**src/rtl/pwm_pkg.sv**
```systemverilog
// Shared definitions for the PWM fade controller and its step timer.
// Contents:
//   DUTY_W_DEFAULT   default width of duty/cutoff values
//   PERIOD_W_DEFAULT default width of the step-period field
//   fade_state_t     controller state encoding
package pwm_pkg;

  localparam int unsigned DUTY_W_DEFAULT   = 8;
  localparam int unsigned PERIOD_W_DEFAULT = 16;

  typedef enum logic {
    IDLE,
    RAMP
  } fade_state_t;

endpackage

```
**src/rtl/pwm_step_timer.sv**
```systemverilog
// Step timer for the fade controller: a down-counter that is loaded with a period,
// counts while enabled and raises a one-cycle expire pulse every 'period' enabled cycles.
// Ports:
//   clk, reset_n  clock and asynchronous active-low reset
//   load          load load_value as both the current count and the reload period
//   load_value    period in clocks; must be non-zero
//   enable        count this cycle
//   expire        high for the enabled cycle in which the period elapses
module pwm_step_timer
  import pwm_pkg::*;
#(
  parameter int unsigned PERIOD_W = PERIOD_W_DEFAULT
) (
  input  logic                clk,
  input  logic                reset_n,
  input  logic                load,
  input  logic [PERIOD_W-1:0] load_value,
  input  logic                enable,
  output logic                expire
);

  logic [PERIOD_W-1:0] count_q, count_d;
  logic [PERIOD_W-1:0] period_q, period_d;

  // A count of 1 is the last cycle of the period; the step happens on the next edge.
  assign expire = enable && (count_q == PERIOD_W'(1));

  always_comb begin
    count_d  = count_q;
    period_d = period_q;
    if (load) begin
      count_d  = load_value;
      period_d = load_value;
    end else if (enable) begin
      count_d = expire ? period_q : count_q - PERIOD_W'(1);
    end
  end

  always_ff @(posedge clk or negedge reset_n) begin
    if (!reset_n) begin
      count_q  <= '0;
      period_q <= '0;
    end else begin
      count_q  <= count_d;
      period_q <= period_d;
    end
  end

endmodule

```
**src/rtl/pwm_fade_controller.sv**
```systemverilog
// Fade command stage for pwm_driver: accepts a (target, step, period) command and ramps the
// duty toward the target, emitting a one-cycle set_cutoff_en pulse with each new value.
// Ports:
//   clk, reset_n   clock and asynchronous active-low reset
//   cmd_valid      command present; accepted when cmd_ready and no abort
//   cmd_ready      high in IDLE
//   cmd_target     final duty value
//   cmd_step       duty increment per step (0 acts as 1)
//   cmd_period     clocks per step (0 acts as 1)
//   abort          stop the ramp, keep the current duty
//   set_cutoff_en  one-cycle load strobe for pwm_driver
//   cutoff_value   current duty (mirror of the internal cur register)
//   busy           ramp in progress
//   done           one-cycle pulse when the target is reached
module pwm_fade_controller
  import pwm_pkg::*;
#(
  parameter int unsigned DUTY_W   = DUTY_W_DEFAULT,
  parameter int unsigned PERIOD_W = PERIOD_W_DEFAULT
) (
  input  logic                clk,
  input  logic                reset_n,
  input  logic                cmd_valid,
  output logic                cmd_ready,
  input  logic [DUTY_W-1:0]   cmd_target,
  input  logic [DUTY_W-1:0]   cmd_step,
  input  logic [PERIOD_W-1:0] cmd_period,
  input  logic                abort,
  output logic                set_cutoff_en,
  output logic [DUTY_W-1:0]   cutoff_value,
  output logic                busy,
  output logic                done
);

  fade_state_t state_q, state_d;
  logic [DUTY_W-1:0] cur_q, cur_d;
  logic [DUTY_W-1:0] target_q, target_d;
  logic [DUTY_W-1:0] step_q, step_d;
  logic              set_en_q, set_en_d;
  logic              done_q, done_d;

  logic [DUTY_W-1:0]   eff_step;
  logic [PERIOD_W-1:0] eff_period;
  logic                accept;
  logic                timer_load, timer_en, timer_expire;

  logic              up;
  logic [DUTY_W:0]   diff, delta;
  logic [DUTY_W-1:0] next_cur;
  logic              unused_delta_msb;

  assign eff_step   = (cmd_step == '0) ? DUTY_W'(1) : cmd_step;
  assign eff_period = (cmd_period == '0) ? PERIOD_W'(1) : cmd_period;
  assign accept     = (state_q == IDLE) && cmd_valid && !abort;

  // Distance is computed one bit wider so it never wraps; delta is clamped to it so the
  // ramp lands exactly on the target instead of overshooting.
  assign up       = (target_q > cur_q);
  assign diff     = up ? ({1'b0, target_q} - {1'b0, cur_q}) : ({1'b0, cur_q} - {1'b0, target_q});
  assign delta    = ({1'b0, step_q} < diff) ? {1'b0, step_q} : diff;
  assign next_cur = up ? (cur_q + delta[DUTY_W-1:0]) : (cur_q - delta[DUTY_W-1:0]);
  // delta never exceeds the full-scale range, so its top bit is always zero.
  assign unused_delta_msb = delta[DUTY_W];

  pwm_step_timer #(
    .PERIOD_W (PERIOD_W)
  ) u_step_timer (
    .clk        (clk),
    .reset_n    (reset_n),
    .load       (timer_load),
    .load_value (eff_period),
    .enable     (timer_en),
    .expire     (timer_expire)
  );

  always_comb begin
    state_d    = state_q;
    cur_d      = cur_q;
    target_d   = target_q;
    step_d     = step_q;
    set_en_d   = 1'b0;
    done_d     = 1'b0;
    timer_load = 1'b0;
    timer_en   = 1'b0;
    unique case (state_q)
      IDLE: begin
        if (accept) begin
          target_d   = cmd_target;
          step_d     = eff_step;
          timer_load = 1'b1;
          if (cmd_target == cur_q) begin
            done_d = 1'b1;
          end else begin
            state_d = RAMP;
          end
        end
      end
      RAMP: begin
        timer_en = 1'b1;
        if (abort) begin
          state_d = IDLE;
        end else if (cur_q == target_q) begin
          // Final step already issued last cycle; drop back to IDLE one cycle after done.
          state_d = IDLE;
        end else if (timer_expire) begin
          cur_d    = next_cur;
          set_en_d = 1'b1;
          done_d   = (next_cur == target_q);
        end
      end
      default: state_d = IDLE;
    endcase
  end

  always_ff @(posedge clk or negedge reset_n) begin
    if (!reset_n) begin
      state_q  <= IDLE;
      cur_q    <= '0;
      target_q <= '0;
      step_q   <= '0;
      set_en_q <= 1'b0;
      done_q   <= 1'b0;
    end else begin
      state_q  <= state_d;
      cur_q    <= cur_d;
      target_q <= target_d;
      step_q   <= step_d;
      set_en_q <= set_en_d;
      done_q   <= done_d;
    end
  end

  assign cmd_ready     = (state_q == IDLE);
  assign busy          = (state_q == RAMP);
  assign cutoff_value  = cur_q;
  assign set_cutoff_en = set_en_q;
  assign done          = done_q;

endmodule

```
**config.mk**
```make
export PLATFORM = sky130hd
export DESIGN_NAME = pwm_fade_controller
export DESIGN_NICKNAME = d
export VERILOG_FILES = /design/src/rtl/pwm_pkg.sv /design/src/rtl/pwm_step_timer.sv /design/src/rtl/pwm_fade_controller.sv
export SDC_FILE = /design/constraint.sdc
export NUM_CORES = 1
export LEC_CHECK = 0
export ABC_AREA = 1
export BUFFER_PORTS_ARGS = -buffer_cell sky130_fd_sc_hd__buf_2
export CELL_PAD_IN_SITES_DETAIL_PLACEMENT = 0
export CELL_PAD_IN_SITES_GLOBAL_PLACEMENT = 2
export CORE_ASPECT_RATIO = 1.1
export CORE_MARGIN = 4
export CORE_UTILIZATION = 31
export DETAILED_ROUTE_END_ITERATION = 16
export HOLD_SLACK_MARGIN = 0.1
export PLACE_DENSITY = 0.87
export RECOVER_POWER = 50
export SYNTH_ARGS = -nofsm -noshare
export SYNTH_HDL_FRONTEND = slang
export SYNTH_SLANG_ARGS = --single-unit
```
**constraint.sdc**
```tcl
create_clock -name clk -period 4.59 [get_ports clk]
set_input_delay 0.6885 -clock clk [delete_from_list [all_inputs] [get_ports clk]]
set_output_delay 0.6885 -clock clk [all_outputs]
set_load 0.05 [all_outputs]
```
==> flow_metrics.tcl <==
set metrics [dict create \
    outcome "finished, violations left" \
    violations "max-capacitance violations, max-slew violations, negative setup slack" \
    top_layer_used "met4" \
    fp-row-count 46 \
    area_delta_synth_final_pct 46.6 \
    grt_pass1_wl_um 23200 \
    worstMarginPinSlew_ns 1.85 \
    cts_tree "yes" \
    yosys-top-cells-area "dfrtp_1 33%, nand2_1 13%, ha_1 8.3%" \
    synth_top_area_share_pct 32.7 \
    power.density_nw_per_um2 611 \
    cpMostUsedCell "nand2_1" \
    critPathRequiredTime_ns 4.82 \
    port-buffer-count 47 \
    slew_headroom_pct -23.7 \
    hpwl_um 10800 \
    fp.coreArea_um2 14300 \
    drt_wl_total_um 14500 \
    globalplace.congestion 0.865 \
    overflow 0 \
    rsz0062_at_grt "true" \
    max_freq_ghz 0.200 \
    synthMostInstantiatedCell "nand2_1" \
    nFillCells 1382 \
    setup_viol 3 \
    wl_met2_um 7300 \
    hold_viol_final 0 \
    cp_slowest_cell "dfrtp_4" \
    h-tree-depth 3 \
    worstSetupPathType "reg -> reg" \
    drtIter0Drc 253 \
    pin_count 48 \
    path_clk_slew_ns 0.06 \
    regArea_um2 1490 \
    synthCells 620 \
    worstPathArrival_ns 5.24 \
    ant_nets 0 \
    wl_met1_um 6320 \
    end_kind "register" \
    clock_latency_ns 0.34 \
    finalSetupTns_ns -0.819 \
    multi_input_area_um2 3110 \
    critical-path-max-stage-delay_ns 0.50 \
    die_w_um 123 \
    worst_slack_ns -0.418 \
    grt.total_usage_pct 17.8 \
    slew_viol_final 62 \
    peakVddDrop_mv 0.247 \
    ys_top_cells_by_count "157 x nand2_1, 87 x inv_1, 61 x o21ai_0" \
    yosysWarnings 0 \
    crit_path_start_kind "register" \
    grt_start_max_net_pins 40 \
    p_leak_nw 3.26 \
    fin_nets 848 \
    initial_core_util_pct 31.5 \
    met3_length_um 561 \
    antenna_found_initial 0 \
    syn_avg_cell_area_um2 7.29 \
    clk_path_buf_depth 2 \
    drc 0 \
    n_antenna_cell 0 \
    synth.distinct_cells 47 \
    die_h_um 135 \
    fin_crit_ns 5.01 \
    first_pass_iters 4 \
    worst-path-max-fanout 4 \
    fin_skew_ns 0.00763 \
    viasPerCell 4.78 \
    syn_nets 689 \
    min_path_type "reg -> reg" \
    numCtsBuffers 9 \
    clock-root-buffer "clkbuf_16" \
    grt_pass1_vias 4857 \
    ctsHoldBuffers 0 \
    syn_area_um2 4520 \
    yosysTopAreaCell "dfrtp_1" \
    layout-drive-gt1-share_pct 37.1 \
    cts.sinks 59 \
    post-route-util_pct 46.2 \
    fin_crit_sh_pct 109 \
    ys.flop_type "dfrtp_1" \
    via_count 4668 \
    cap_violations 2 \
    wire_per_inst_um 14.8 \
    synth-seq-cells 59 \
    synth-edff-count 0 \
    die_area_um2 16600 \
    seq_area_frac_synth_pct 32.7 \
    async_reset_ff_share_pct 100 \
]
critical path, delay by kind of cell, from the launching register on:
family	cells	cell delay, ns
xor+xnor	3	0.52
flops	1	0.50
fa+ha+maj	3	0.82
buf+inv	6	0.54
compound gates	9	1.54
simple gates	13	0.95
metal layers:
layer,vias to the layer above,GRT usage (%)
met5,-,0
met3,23,3.44
met2,83,31.3
met4,0,5.35
li1,2349,-
met1,2213,21.8
per-stage QoR:
step / hold slack [ns] / area, um^2 / power (mW) / std cells / worst slack [ns]
after global placement: 0.462 / 5660 / 2.70 / 930 / -0.542
final: 0.477 / 6620 / 4.05 / 976 / -0.418
after floorplan: 0.393 / 4620 / 2.01 / 620 / -0.471
after detailed placement: 0.466 / 5660 / 2.73 / 930 / -0.637
after CTS: 0.434 / 6200 / 3.64 / 959 / -0.360
after global routing: 0.500 / 6620 / 4.36 / 976 / -0.698
sequential cells by signal (all words and copies together) (netlist names):
name / flops
u_step_timer.count_q: 16
u_step_timer.period_q: 16
cutoff_value: 8
step_q: 8
target_q: 8
busy: 1
done: 1
set_cutoff_en: 1
final cells by class:
type | count | area share, %
Sequential cell | 59 | 22.5
Multi-Input combinational cell | 453 | 47.0
Tap cell | 192 | 3.63
Clock inverter | 6 | 0.737
Inverter | 90 | 5.18
Clock buffer | 10 | 3.61
Timing Repair Buffer | 166 | 17.3
cell usage in the layout, fill, tap and decap left out, types with 5 or more instances in the layout:
cell | Yosys | routed
nor3_1 | 6 | 6
clkbuf_16 | 0 | 9
a21oi_1 | 22 | 11
a21oi_2 | 0 | 8
nand3_2 | 2 | 6
inv_2 | 3 | 12
nand3_1 | 25 | 20
dfrtp_1 | 59 | 51
nor2_4 | 2 | 6
nand2_4 | 3 | 10
o21ai_0 | 61 | 54
nand2_1 | 157 | 137
nand4_1 | 8 | 8
buf_4 | 1 | 111
nand2_2 | 7 | 19
inv_1 | 87 | 76
a31oi_1 | 11 | 10
nor4_1 | 11 | 11
xnor2_1 | 10 | 7
dfrtp_2 | 0 | 7
ha_4 | 0 | 10
xor2_1 | 21 | 17
buf_2 | 2 | 44
buf_6 | 2 | 7
nor2_1 | 38 | 35
o21ai_1 | 2 | 5
ha_1 | 30 | 18
repair_timing:
| action | in CTS | in global routing |
|---|---|---|
| buffers inserted | 13 | 17 |
| cloned | 0 | 0 |
| pin swaps | 21 | 61 |
| resized for setup | 39 | 70 |
| setup endpoints to repair | 5 | 6 |
worst paths after layout:
check                                                            from                                     to  slack, ns  cells past startpoint
worst max-delay path                      cutoff_value[1]$_DFFE_PN0P_                         done$_DFF_PN0_      -0.42                     34
worst min-delay path            u_step_timer.period_q[10]$_DFFE_PN0P_  u_step_timer.period_q[10]$_DFFE_PN0P_       0.48                      2
worst max register to register            cutoff_value[1]$_DFFE_PN0P_                         done$_DFF_PN0_      -0.42                     34
worst min register to register  u_step_timer.period_q[10]$_DFFE_PN0P_  u_step_timer.period_q[10]$_DFFE_PN0P_       0.48                      2
max in group asynchronous                                     reset_n            cutoff_value[6]$_DFFE_PN0P_       1.13                      2
min in group asynchronous                                     reset_n            cutoff_value[1]$_DFFE_PN0P_       0.83                      1
where the power goes:
part	switching [mW]	internal, mW	total, mW
sequential	0.119	0.645	0.764
combinational	1.34	1.28	2.62
clock	0.274	0.384	0.659
total	1.74	2.31	4.05
cells by family after synthesis:
logic type      count (synthesis)  share of synthesized area, %
simple gates                  266                          26.1
buf+inv                       108                          9.44
fa+ha+maj                      33                          9.64
flops                          59                          32.7
compound gates                122                          15.9
mux                             1                         0.222
xor+xnor                       31                          6.01
Power figures use the tool's default switching activity.
